$ cat config.mk
export PLATFORM = sky130hd
export DESIGN_NAME = digit_history_scanner
export DESIGN_NICKNAME = d
export VERILOG_FILES = /design/src/rtl/display_pkg.sv /design/src/rtl/seg7_decoder.sv /design/src/rtl/digit_history_scanner.sv
export SDC_FILE = /design/constraint.sdc
export NUM_CORES = 1
export LEC_CHECK = 0
export CAP_MARGIN = 20
export CELL_PAD_IN_SITES_DETAIL_PLACEMENT = 1
export CELL_PAD_IN_SITES_GLOBAL_PLACEMENT = 1
export CORE_ASPECT_RATIO = 2
export CORE_MARGIN = 8
export CORE_UTILIZATION = 50
export DETAILED_ROUTE_END_ITERATION = 6
export GPL_TIMING_DRIVEN = 1
export MAX_ROUTING_LAYER = met4
export PLACE_DENSITY = 0.95
export SLEW_MARGIN = 20
export SYNTH_ARGS = -nofsm -noshare
export SYNTH_HDL_FRONTEND = slang
export SYNTH_HIERARCHICAL = 1
export SYNTH_SLANG_ARGS = --single-unit
$ cat constraint.sdc
create_clock -name ClockIn -period 5.8 [get_ports ClockIn]
set_input_delay 1.45 -clock ClockIn [delete_from_list [all_inputs] [get_ports ClockIn]]
set_output_delay 1.45 -clock ClockIn [all_outputs]
set_load 0.02 [all_outputs]
$ cat src/rtl/display_pkg.sv
// Shared types and constants for the digit history scanner.
// Holds the scan state encoding and scan period helper.
package display_pkg;

  typedef enum logic [1:0] {
    SCAN_D0 = 2'd0,
    SCAN_D1 = 2'd1,
    SCAN_D2 = 2'd2,
    SCAN_D3 = 2'd3
  } scan_state_t;

  localparam logic [6:0] SEG_BLANK = 7'h7F;

  // Cycles per digit, never below one.
  function automatic int scan_period(
    input int clk_hz,
    input int refresh_hz
  );
    int p;
    p = (refresh_hz > 0) ? clk_hz / refresh_hz : 1;
    return (p < 1) ? 1 : p;
  endfunction

endpackage

$ cat src/rtl/seg7_decoder.sv
// Hex digit to active-low seven-segment pattern.
// Bit 0 is segment a, bit 6 is segment g.
module seg7_decoder (
  input  logic [3:0] i_hex,
  output logic [6:0] o_seg
);

  // Pure lookup, one pattern per nibble value.
  always_comb begin
    o_seg = 7'h7F;
    unique case (i_hex)
      4'h0: o_seg = 7'h40;
      4'h1: o_seg = 7'h79;
      4'h2: o_seg = 7'h24;
      4'h3: o_seg = 7'h30;
      4'h4: o_seg = 7'h19;
      4'h5: o_seg = 7'h12;
      4'h6: o_seg = 7'h02;
      4'h7: o_seg = 7'h78;
      4'h8: o_seg = 7'h00;
      4'h9: o_seg = 7'h10;
      4'hA: o_seg = 7'h08;
      4'hB: o_seg = 7'h03;
      4'hC: o_seg = 7'h46;
      4'hD: o_seg = 7'h21;
      4'hE: o_seg = 7'h06;
      4'hF: o_seg = 7'h0E;
      default: o_seg = 7'h7F;
    endcase
  end

endmodule

$ cat src/rtl/digit_history_scanner.sv
// Four-deep counter history shown on a multiplexed display.
// Captures post-tick values, counts 15->0 wraps, scans digits.
module digit_history_scanner
  import display_pkg::*;
#(
  parameter int CLOCK_FREQUENCY = 500,
  parameter int REFRESH_HZ      = 100
) (
  input  logic       ClockIn,
  input  logic       Reset,
  input  logic       Tick,
  input  logic [3:0] CounterValue,
  input  logic       Freeze,
  output logic [6:0] Seg,
  output logic [3:0] DigitSel,
  output logic [3:0] WrapCount,
  output logic [3:0] Valid
);

  localparam int SCAN_PERIOD =
    scan_period(CLOCK_FREQUENCY, REFRESH_HZ);
  localparam logic [31:0] RELOAD = 32'(SCAN_PERIOD - 1);

  logic [3:0]  r_hist [4];
  logic [3:0]  r_valid;
  logic [3:0]  r_wrap;
  logic        r_tick_d;
  scan_state_t r_state;
  logic [31:0] r_pre;
  logic [6:0]  r_seg;
  logic [3:0]  r_dsel;

  logic        w_capture;
  logic        w_wrap;
  logic        w_pre_zero;
  logic [3:0]  w_sel_hex;
  logic        w_sel_valid;
  logic [6:0]  w_dec;

  assign w_capture   = r_tick_d & ~Freeze;
  assign w_wrap      = (CounterValue == 4'd0) &&
                       (r_hist[0] == 4'hF) && r_valid[0];
  assign w_pre_zero  = (r_pre == 32'd0);
  assign w_sel_hex   = r_hist[r_state];
  assign w_sel_valid = r_valid[r_state];

  seg7_decoder u_dec (
    .i_hex (w_sel_hex),
    .o_seg (w_dec)
  );

  // Delay Tick so the sample lands on the post-increment value.
  always_ff @(posedge ClockIn or negedge Reset) begin
    if (!Reset) r_tick_d <= 1'b0;
    else        r_tick_d <= Tick;
  end

  // History shift register, fill flags and saturating wrap count.
  always_ff @(posedge ClockIn or negedge Reset) begin
    if (!Reset) begin
      r_hist  <= '{default: 4'd0};
      r_valid <= 4'd0;
      r_wrap  <= 4'd0;
    end else if (w_capture) begin
      r_hist[3] <= r_hist[2];
      r_hist[2] <= r_hist[1];
      r_hist[1] <= r_hist[0];
      r_hist[0] <= CounterValue;
      r_valid   <= {r_valid[2:0], 1'b1};
      if (w_wrap && (r_wrap != 4'hF))
        r_wrap <= r_wrap + 4'd1;
    end
  end

  // Prescaler paces the digit scan state machine.
  always_ff @(posedge ClockIn or negedge Reset) begin
    if (!Reset) begin
      r_pre   <= RELOAD;
      r_state <= SCAN_D0;
    end else if (w_pre_zero) begin
      r_pre <= RELOAD;
      unique case (r_state)
        SCAN_D0: r_state <= SCAN_D1;
        SCAN_D1: r_state <= SCAN_D2;
        SCAN_D2: r_state <= SCAN_D3;
        SCAN_D3: r_state <= SCAN_D0;
        default: r_state <= SCAN_D0;
      endcase
    end else begin
      r_pre <= r_pre - 32'd1;
    end
  end

  // Register display drive from the current digit and its slot.
  always_ff @(posedge ClockIn or negedge Reset) begin
    if (!Reset) begin
      r_seg  <= SEG_BLANK;
      r_dsel <= 4'b1111;
    end else begin
      r_seg  <= w_sel_valid ? w_dec : SEG_BLANK;
      r_dsel <= ~(4'b0001 << r_state);
    end
  end

  assign Seg       = r_seg;
  assign DigitSel  = r_dsel;
  assign WrapCount = r_wrap;
  assign Valid     = r_valid;

endmodule

Word-level counts from Yosys, hierarchy flattened:

Memories as Yosys holds them, arrays and structs flattened.
Index checks and enable logic that the tools add are counted.

* magnitude comparators: 2
* $add $sub $neg: 2
* bitwise logic cells: 4
* mux-type cells: 8
* divide/modulo/power cells: 0
* shift operators: 1
* $mul: 0
* equality and inequality tests: 5
* reductions and logical operators: 7

Operators with widths (count)
* $logic_not 32->1: 1
* $mux 32: 1
* $sub 32x1->32 const B: 1
* $bmux 4 s2: 1
* $mux 4: 2
* $pmux 2 s4: 1
* $mux 7: 1
* $add 4x1->4 const B: 1
* $eq 2x2->1 const B: 2
* $eq 4x4->1 const B: 1
* $logic_not 4->1: 1
* $ne 4x4->1 const B: 1
* $not 4->4: 1
* $shl 1x2->4 const A: 1
* $ge 3x3->1 const B: 1
* $logic_and 1x1->1: 3
* $lt 2x3->1 const B: 1
* $not 2->3: 1
* $bmux 1 s2: 1
* $eq 2x1->1 const B: 1
* $logic_not 2->1: 1
* $reduce_and 2->1: 1
* $and 1x1->1: 1
* $mux 1: 1
* $not 1->1: 1

* register bits after elaboration: 70
* input port bits: 8
* memories: 1
* output and inout port bits: 19
* ROM bits: 112
* bits in writable memories: 0
* latch bits: 0

Memory list
* (name not given): depth 16, bits a word 7, read ports 1, clocked after memory_dff 0, write ports 0, line seg7_decoder.sv:11 `unique case (i_hex)`

Longest topological paths before layout:

Gate-level depths: netlist of the first run.
An unclocked memory read counts as a cell.

* word-level depth: 6
* mapped depth: 8
* gate-level depth less buffers: 7

Modules after synthesis:

Netlist of the first run, hierarchy kept.

By module, submodules not included
* digit_history_scanner: seq. area each 1766.7 um^2, times used 1, cells each 260, area an instance 3161.8 um^2
* seg7_decoder: seq. area each 0.0 um^2, times used 1, cells each 32, area an instance 275.3 um^2

Least setup slack after synthesis of the first run:

Ideal clock, no wire load.

* path kind: input -> register
* from: in CounterValue[1]
* to: reg r_wrap[1], in the netlist WrapCount[1]
* setup slack: 2832 ps
* cell stages on the path: 3
* arrival time: 2844 ps
* cell sequence: or4_1 -> nor4_1 -> mux2_2

* word-level cells in the longest chain between the ends: 5

RTL lines
* start: declaration: line digit_history_scanner.sv:12 `input logic [3:0] CounterValue,`
* $logic_not 4->1: line digit_history_scanner.sv:41 `assign w_wrap = (CounterValue == 4'd0) &&`
* $logic_and 1x1->1: line digit_history_scanner.sv:41
* $logic_and 1x1->1: line digit_history_scanner.sv:42 `(r_hist[0] == 4'hF) && r_valid[0];`
* $logic_and 1x1->1: line digit_history_scanner.sv:70 `if (w_wrap && (r_wrap != 4'hF))`
* $reduce_and 2->1 (no line)
* end signal: assignment: line digit_history_scanner.sv:71 `r_wrap <= r_wrap + 4'd1;`
* end: declaration: line digit_history_scanner.sv:26 `logic [3:0] r_wrap;`

No other way between the ends.
A chain may end at the register's enable or synchronous reset.

Worst setup path in the final report of the first run:

* from: reg r_pre[0]
* to: reg r_state[1]

* word-level cells in the longest chain between the ends: 1

RTL lines
* start: declaration: line digit_history_scanner.sv:29 `logic [31:0] r_pre;`
* start signal: assignment: line digit_history_scanner.sv:90 `r_pre <= r_pre - 32'd1;`
* $logic_not 32->1: line digit_history_scanner.sv:43 `assign w_pre_zero = (r_pre == 32'd0);`
* end signal: assignment: line digit_history_scanner.sv:79 `r_state <= SCAN_D0;`
* end signal: assignment: line digit_history_scanner.sv:83 `SCAN_D0: r_state <= SCAN_D1;`
* end signal: assignment: line digit_history_scanner.sv:84 `SCAN_D1: r_state <= SCAN_D2;`
* end: declaration: line digit_history_scanner.sv:28 `scan_state_t r_state;`

No other way between the ends.

==> results of run 1 <==
-- cell families after synthesis --
| family | Yosys count |
|---|---|
| AO/OA/AOI/OAI | 43 |
| XOR/XNOR | 11 |
| flip-flops | 70 |
| multiplexers | 36 |
| AND/OR/NAND/NOR | 92 |
| adder cells (fa/ha/maj) | 14 |
| buffers and inverters | 26 |
-- metrics by stage --
step                      utilization  hold WS, ps  instance area, um^2  setup WS (ps)  instances
after floorplan                     -          463                 3440           2830        292
after global placement          0.554          482                 3750           2310        397
after detailed placement        0.554          489                 3750           2220        397
after global routing            0.592          533                 4010           1740        413
after CTS                       0.592          508                 4010           2100        413
final                           0.592          514                 4010           2090        413
-- placed cells by master (no fill, tap or decap), types with 2 or more instances in the layout --
cell             Yosys  layout
buf_4                2       2
nand2b_1            10      10
nand4b_1             4       4
nand4_1              2       2
or2_2                3       3
nand2_1             10      10
o21ai_0             11      11
inv_1               13      13
ha_1                14      14
o41ai_1              3       3
or4_1               10      10
clkbuf_1             9       4
mux2i_1              7       7
xor2_1               7       7
clkbuf_16            0       9
clkinv_2             0       3
or3_1               10      10
nor3_1               5       5
xnor2_1              4       4
a21oi_1             15      15
a22o_1               3       3
nor4_1               5       5
nand3_1              4       4
clkdlybuf4s50_1      0      25
o31ai_1             10      10
dfstp_2             12      12
dfrtp_1             58      58
nor2_1              21      21
mux4_2               5       5
mux2_2              22      22
-- power groups by stage --
stage	registers (uW)	clock network (uW)	logic (uW)
after floorplan	620	0	155
after global placement	591	0	258
after detailed placement	601	0	287
after CTS	596	484	294
after global routing	600	500	313
final	595	475	292
-- metal layers --
metal / share of wire / vias up / global-route usage
met2: 0.56 / 51 / 0.345
met5: 0 / - / -
met3: 0.030 / 18 / 0.0241
met1: 0.38 / 1248 / 0.213
met4: 0.028 / 0 / 0.107
li1: - / 1108 / -
-- flip-flops by register name (all words and copies together) (netlist names) --
signal and count:
DigitSel 4, Seg 7, Valid 4, WrapCount 4, r_hist 16, r_pre 32, r_state 2, r_tick_d 1
-- final cells by class --
class | instances | area, um^2 | area share
clock buffer | 13 | 240 | 0.0599
inverter | 13 | 48.8 | 0.0122
sequential | 70 | 1770 | 0.441
multi-input combinational | 196 | 1560 | 0.388
clock inverter | 3 | 15.0 | 0.00374
tap | 90 | 113 | 0.0281
timing repair buffer | 28 | 270 | 0.0674
-- cell usage after synthesis, types with 2 or more instances --
| master | number | area share |
|---|---|---|
| ha_1 | 14 | 0.051 |
| o41ai_1 | 3 | 0.0076 |
| nor3_1 | 5 | 0.0073 |
| mux4_2 | 5 | 0.033 |
| mux2i_1 | 7 | 0.020 |
| nor4_1 | 5 | 0.0091 |
| nand4_1 | 2 | 0.0036 |
| a21oi_1 | 15 | 0.022 |
| xor2_1 | 7 | 0.018 |
| or3_1 | 10 | 0.018 |
| a22o_1 | 3 | 0.0076 |
| clkbuf_1 | 9 | 0.0098 |
| nand2b_1 | 10 | 0.018 |
| inv_1 | 13 | 0.014 |
| xnor2_1 | 4 | 0.010 |
| dfrtp_1 | 58 | 0.42 |
| o31ai_1 | 10 | 0.022 |
| nand3_1 | 4 | 0.0058 |
| or2_2 | 3 | 0.0055 |
| nand2_1 | 10 | 0.011 |
| mux2_2 | 22 | 0.072 |
| o21ai_0 | 11 | 0.016 |
| nor2_1 | 21 | 0.023 |
| buf_4 | 2 | 0.0044 |
| dfstp_2 | 12 | 0.092 |
| or4_1 | 10 | 0.022 |
| nand4b_1 | 4 | 0.010 |
-- path summary, 6_finish.rpt --
kind / slack (ps) / startpoint / to
hold / removal: 510 / WrapCount[3] / WrapCount[3]
setup reg to reg: 2090 / r_pre[0] / r_state[1]
setup / recovery: 2090 / r_pre[0] / r_state[1]
min in group asynchronous: 1320 / Reset / r_pre[31]
max in group asynchronous: 3910 / Reset / Valid[3]
hold reg to reg: 510 / WrapCount[3] / WrapCount[3]
==> summary.md, run 1 <==
| Metric | Value |
|---|---|
| RePlAce Congestion | `0.837` |
| Initial DRC Count | `124` |
| Netlist Area Pre-Place | `3440 um^2` |
| Initial Util | `0.507` |
| Final setup fails | `0` |
| Count of TritonRoute iterations in the first routing pass | `4` |
| Post-CTS sizing | `0` |
| Row count | `43` |
| GRT overflow | `0` |
| Worst Hold Path Cells | `1` |
| Compound-cell area share of the yosys netlist | `0.0779` |
| Post-synthesis sequential area ratio | `0.514` |
| Clock Skew | `6.69 ps` |
| Rel. slew slack | `0.379` |
| Routed Antenna Nets | `0` |
| Fraction of layout cells with a size suffix above 1 | `0.195` |
| Fin crit period | `3710 ps` |
| Synth async-reset ratio | `1.00` |
| Drt drc | `0` |
| Crit-path slowest cell | `nor4_4` |
| Data arrival, critical path | `3920 ps` |
| Hold-fix buffers, CTS | `0` |
| Worst path depth | `7` |
| RSZ-0062 raised after global routing | `false` |
| HP Class | `flop to flop` |
| TritonCTS Buffers | `9` |
| Flops & latches, synth | `70` |
| Simple-gate share of the synthesized area | `0.159` |
| Via count | `2,425` |
| Logic pwr share | `0.214` |
| Worst Tran Pin Value | `924 ps` |
| First-pass GRT wire length | `14,600 um` |
| Crit path kind | `flop to flop` |
| Outcome | `completed` |
| Die Width | `74.6 um` |
| Buf+Inv Stages, Crit Path | `2` |
| Pin count of the biggest net entering global routing | `71` |
| Crit Path Max Fanout | `18` |
| Fraction of the mapped netlist area in adder cells | `0.0510` |
| GRT Overall Usage | `0.201` |
| Drt wl/cell | `21.4 um` |
| Slew Limit Fails | `0` |
| Skew-Pair Late Insertion Delay | `330 ps` |
| Net Switching | `375 uW` |
| Largest family of logic cells by synthesized area | `simple AND/OR/NAND/NOR gates` |
| CTS tree | `built` |
| Pwr/cell area | `340 nW/um^2` |
| Switch share | `0.275` |
| Distinct cells, synth | `40` |
| Final Cycle Share | `0.640` |
| Max_cap viols | `0` |
| Setup TNS | `0 ps` |
| Delay-heaviest family, CP | `simple AND/OR/NAND/NOR gates` |
| VDD IR-drop max | `0.259 mV` |
| Power Total | `1360 uW` |
| Sequential power share | `0.437` |
| Syn Nets | `314` |
| Clk sinks | `70` |
| Core outline area | `6780 um^2` |
| Post-CTS Setup Repair Bufs | `0` |
| Detail Placement HPWL | `5780 um` |
| Number of global-route vias before repair | `2,745` |
| Ports | `27` |
| Clk network pwr share | `0.349` |
| Cell Chain, Critical Path | `inv_1, ha_1, nor3b_2, nand4b_1, nor4_4, buf_4, mux2_4` |
| Die area | `9940 um^2` |
| H-tree depth | `3` |
| Die span in y | `133 um` |
| Drt via density | `5.87` |
| FF-to-FF path depth | `7` |
| Achievable clock frequency | `0.270 GHz` |
| Crit start category | `flop` |
| # fillers | `726` |
| Initial antenna violation count | `0` |
| Area Growth Syn to Fin | `16.7%` |
| Yosys warnings | `6` |
| Syn_area_per_cell | `11.8 um^2` |
| Reg clk slew, reported paths | `50 ps` |
| P_int | `987 uW` |
| Synth Flop Type | `dfrtp_1` |
| Worst endpoint required time | `6010 ps` |
| Slowest cell delay on critical path | `1040 ps` |
| Post-layout net count | `340` |
| Clock Path Buffers | `2` |
| Gate Count Post-Synth | `292` |
| Ant. Diodes | `0` |
| Number of synthesized flops with an enable pin | `0` |
| Final hold vios | `0` |
| Synth Area in XOR/XNOR | `0.0280` |
| Root buf cell | `clkbuf_16` |
| Total detailed-routing wirelength | `8850 um` |
| Mux contribution to synthesized area | `0.137` |
| Port-buffer cells | `26` |
| Pleak | `0.00180 uW` |
| Critical Path Sink Type | `flop` |
(Power assumes the default switching activity.)
==> inputs of run 2 (changes only) <==
Settings changed: CORE_UTILIZATION 50 to 42, PLACE_DENSITY 0.95 to 0.86.
Clock period 5.8 ns to 3.18 ns, I/O delays scaled along.
==> summary.md, run 2 (synthesis gave the netlist of run 1 again) <==
| Metric | Value |
|---|---|
| Biggest register | `r_pre (unchanged)` |
| Initial DRC Count | `87 (was 124)` |
| Ant. Diodes | `0 (unchanged)` |
| Fin crit period | `2470 ps (was 3710 ps)` |
| Max reg flops | `32 (unchanged)` |
| Initial antenna violation count | `0 (unchanged)` |
| Die span in y | `144 um (was 133 um)` |
| CTS tree | `built (unchanged)` |
| Crit Path Max Fanout | `8 (was 18)` |
| CP startpoint | `r_state[0] (was r_pre[0])` |
| Root buf cell | `clkbuf_16 (unchanged)` |
| Slew Limit Fails | `0 (unchanged)` |
| Hold Path Sink | `WrapCount[3] (unchanged)` |
| Crit start category | `flop (unchanged)` |
| TritonCTS Buffers | `9 (unchanged)` |
| RePlAce Congestion | `0.798 (was 0.837)` |
| Outcome | `completed (unchanged)` |
| Slowest cell delay on critical path | `630 ps (was 1040 ps)` |
| Area Growth Syn to Fin | `18.9% (was 16.7%)` |
| Fin util | `0.514 (was 0.592)` |
| Final Cycle Share | `0.776 (was 0.640)` |
| Cell Chain, Critical Path | `mux4_2, inv_1, ha_1, and2b_2, or3b_1, o21ai_0, nand2b_1 (was inv_1, ha_1, nor3b_2, nand4b_1, nor4_4, buf_4, mux2_4)` |
| Core outline area | `7940 um^2 (was 6780 um^2)` |
| Max_cap viols | `0 (unchanged)` |
| Commonest non-fill, non-tap cells in the layout | `dfrtp_1 (58), clkdlybuf4s50_1 (25), mux2_2 (22), nor2_1 (21), a21oi_1 (15) (unchanged)` |
| VDD IR-drop max | `0.347 mV (was 0.259 mV)` |
| Worst endpoint required time | `3450 ps (was 6010 ps)` |
| Critical Path Sink Type | `flop (unchanged)` |
| H-tree depth | `3 (unchanged)` |
| Ports | `27 (unchanged)` |
| Count of TritonRoute iterations in the first routing pass | `4 (unchanged)` |
| Drt wl/cell | `17.4 um (was 21.4 um)` |
| Final setup fails | `0 (unchanged)` |
| Worst Tran Pin Value | `883 ps (was 924 ps)` |
| Die area | `11,500 um^2 (was 9940 um^2)` |
| Clk sinks | `70 (unchanged)` |
| Skew-Pair Late Insertion Delay | `340 ps (was 330 ps)` |
| First-pass GRT wire length | `12,700 um (was 14,600 um)` |
| Post-CTS sizing | `0 (unchanged)` |
| Drt via density | `5.58 (was 5.87)` |
| Final hold vios | `0 (unchanged)` |
| Most common cell after layout, fill and taps aside | `dfrtp_1 (unchanged)` |
| Total detailed-routing wirelength | `7400 um (was 8850 um)` |
| Worst Hold Path Cells | `1 (unchanged)` |
| Number of global-route vias before repair | `2,615 (was 2,745)` |
| Via count | `2,364 (was 2,425)` |
| Die Width | `80.0 um (was 74.6 um)` |
| RSZ-0062 raised after global routing | `false (unchanged)` |
| Post-CTS Setup Repair Bufs | `0 (unchanged)` |
| Achievable clock frequency | `0.405 GHz (was 0.270 GHz)` |
| R2r startpoint | `r_state[0] (was r_pre[0])` |
| Clock Path Buffers | `2 (unchanged)` |
| Worst hold start | `WrapCount[3] (unchanged)` |
| Rel. slew slack | `0.411 (was 0.379)` |
| Reg clk slew, reported paths | `60 ps (was 50 ps)` |
| Post-layout net count | `345 (was 340)` |
| Reg2Reg Setup Slack | `710 ps (was 2090 ps)` |
| Initial Util | `0.433 (was 0.507)` |
| Fraction of layout cells with a size suffix above 1 | `0.220 (was 0.195)` |
| Crit-path slowest cell | `mux4_2 (was nor4_4)` |
| Port-buffer cells | `26 (unchanged)` |
| GRT Overall Usage | `0.146 (was 0.201)` |
| GRT overflow | `0 (unchanged)` |
| HP Class | `flop to flop (unchanged)` |
| Row count | `46 (was 43)` |
| Pleak | `0.00185 uW (was 0.00180 uW)` |
| Pin count of the biggest net entering global routing | `71 (unchanged)` |
| Hold-fix buffers, CTS | `0 (unchanged)` |
| Clock Skew | `4.27 ps (was 6.69 ps)` |
| RR Endpoint | `Seg[0] (was r_state[1])` |
| Detail Placement HPWL | `5000 um (was 5780 um)` |
| Pwr/cell area | `616 nW/um^2 (was 340 nW/um^2)` |
| Power Total | `2520 uW (was 1360 uW)` |
| Setup TNS | `0 ps (unchanged)` |
| FF-to-FF path depth | `7 (unchanged)` |
| Drt drc | `0 (unchanged)` |
| Crit path kind | `flop to flop (unchanged)` |
| Routed Antenna Nets | `0 (unchanged)` |
| Data arrival, critical path | `2740 ps (was 3920 ps)` |
-- run 2: cell count changes in the layout (fill, tap and decap cells not counted), sizes merged --
cell and delta:
buf +5, clkbuf -1, clkinv +1
-- run 2: layout make-up --
cell class / instances / area (um^2)
well taps: 96 / 120
fillers: 846 / 3860
repair buffers: 33 / 308
clock buffers: 12 / 267
clock inverters: 4 / 20.0
multi-input cells: 196 / 1560
flip-flops and latches: 70 / 1770
inverters: 13 / 48.8
-- run 2: power by group --
| group | internal (uW) | switching, uW |
|---|---|---|
| Clock | 585 | 365 |
| Combinational | 254 | 239 |
| Sequential | 1020 | 52.7 |
-- run 2: worst max-delay path by stage --
| stage | endpoint | slack [ps] | depth (start not counted) |
|---|---|---|---|
| floorplan | Seg[0] | 800 | 8 |
| global placement | WrapCount[1] | 580 | 5 |
| detailed placement | WrapCount[1] | 470 | 5 |
| CTS | Seg[0] | 680 | 7 |
| global route | Seg[0] | 540 | 7 |
| finish | Seg[0] | 710 | 7 |
-- run 2: per-stage QoR --
stage	instance area (um^2)	std cells	hold WS [ps]	worst slack [ps]
floorplan	3440	292	463	803
global placement	3800	408	482	575
detailed placement	3800	408	497	474
CTS	4090	424	516	676
global route	4090	424	524	543
finish	4090	424	509	714
-- run 2: critical path, delay by kind of cell (launching register included) --
kind                     cells  cell delay (ps)
AO/OA/AOI/OAI                1               80
adder cells (fa/ha/maj)      1              220
buffers and inverters        1              170
AND/OR/NAND/NOR              3              710
flip-flops                   1              600
multiplexers                 1              630
-- run 2: layer usage --
metal | vias to the layer above | part of all wire | global-route usage | routed length [um]
met5 | - | 0 | - | 0
met4 | 0 | 0.021 | 0.0666 | 155
met3 | 12 | 0.033 | 0.0419 | 247
met2 | 40 | 0.56 | 0.251 | 4140
met1 | 1198 | 0.39 | 0.149 | 2850
li1 | 1114 | - | - | -
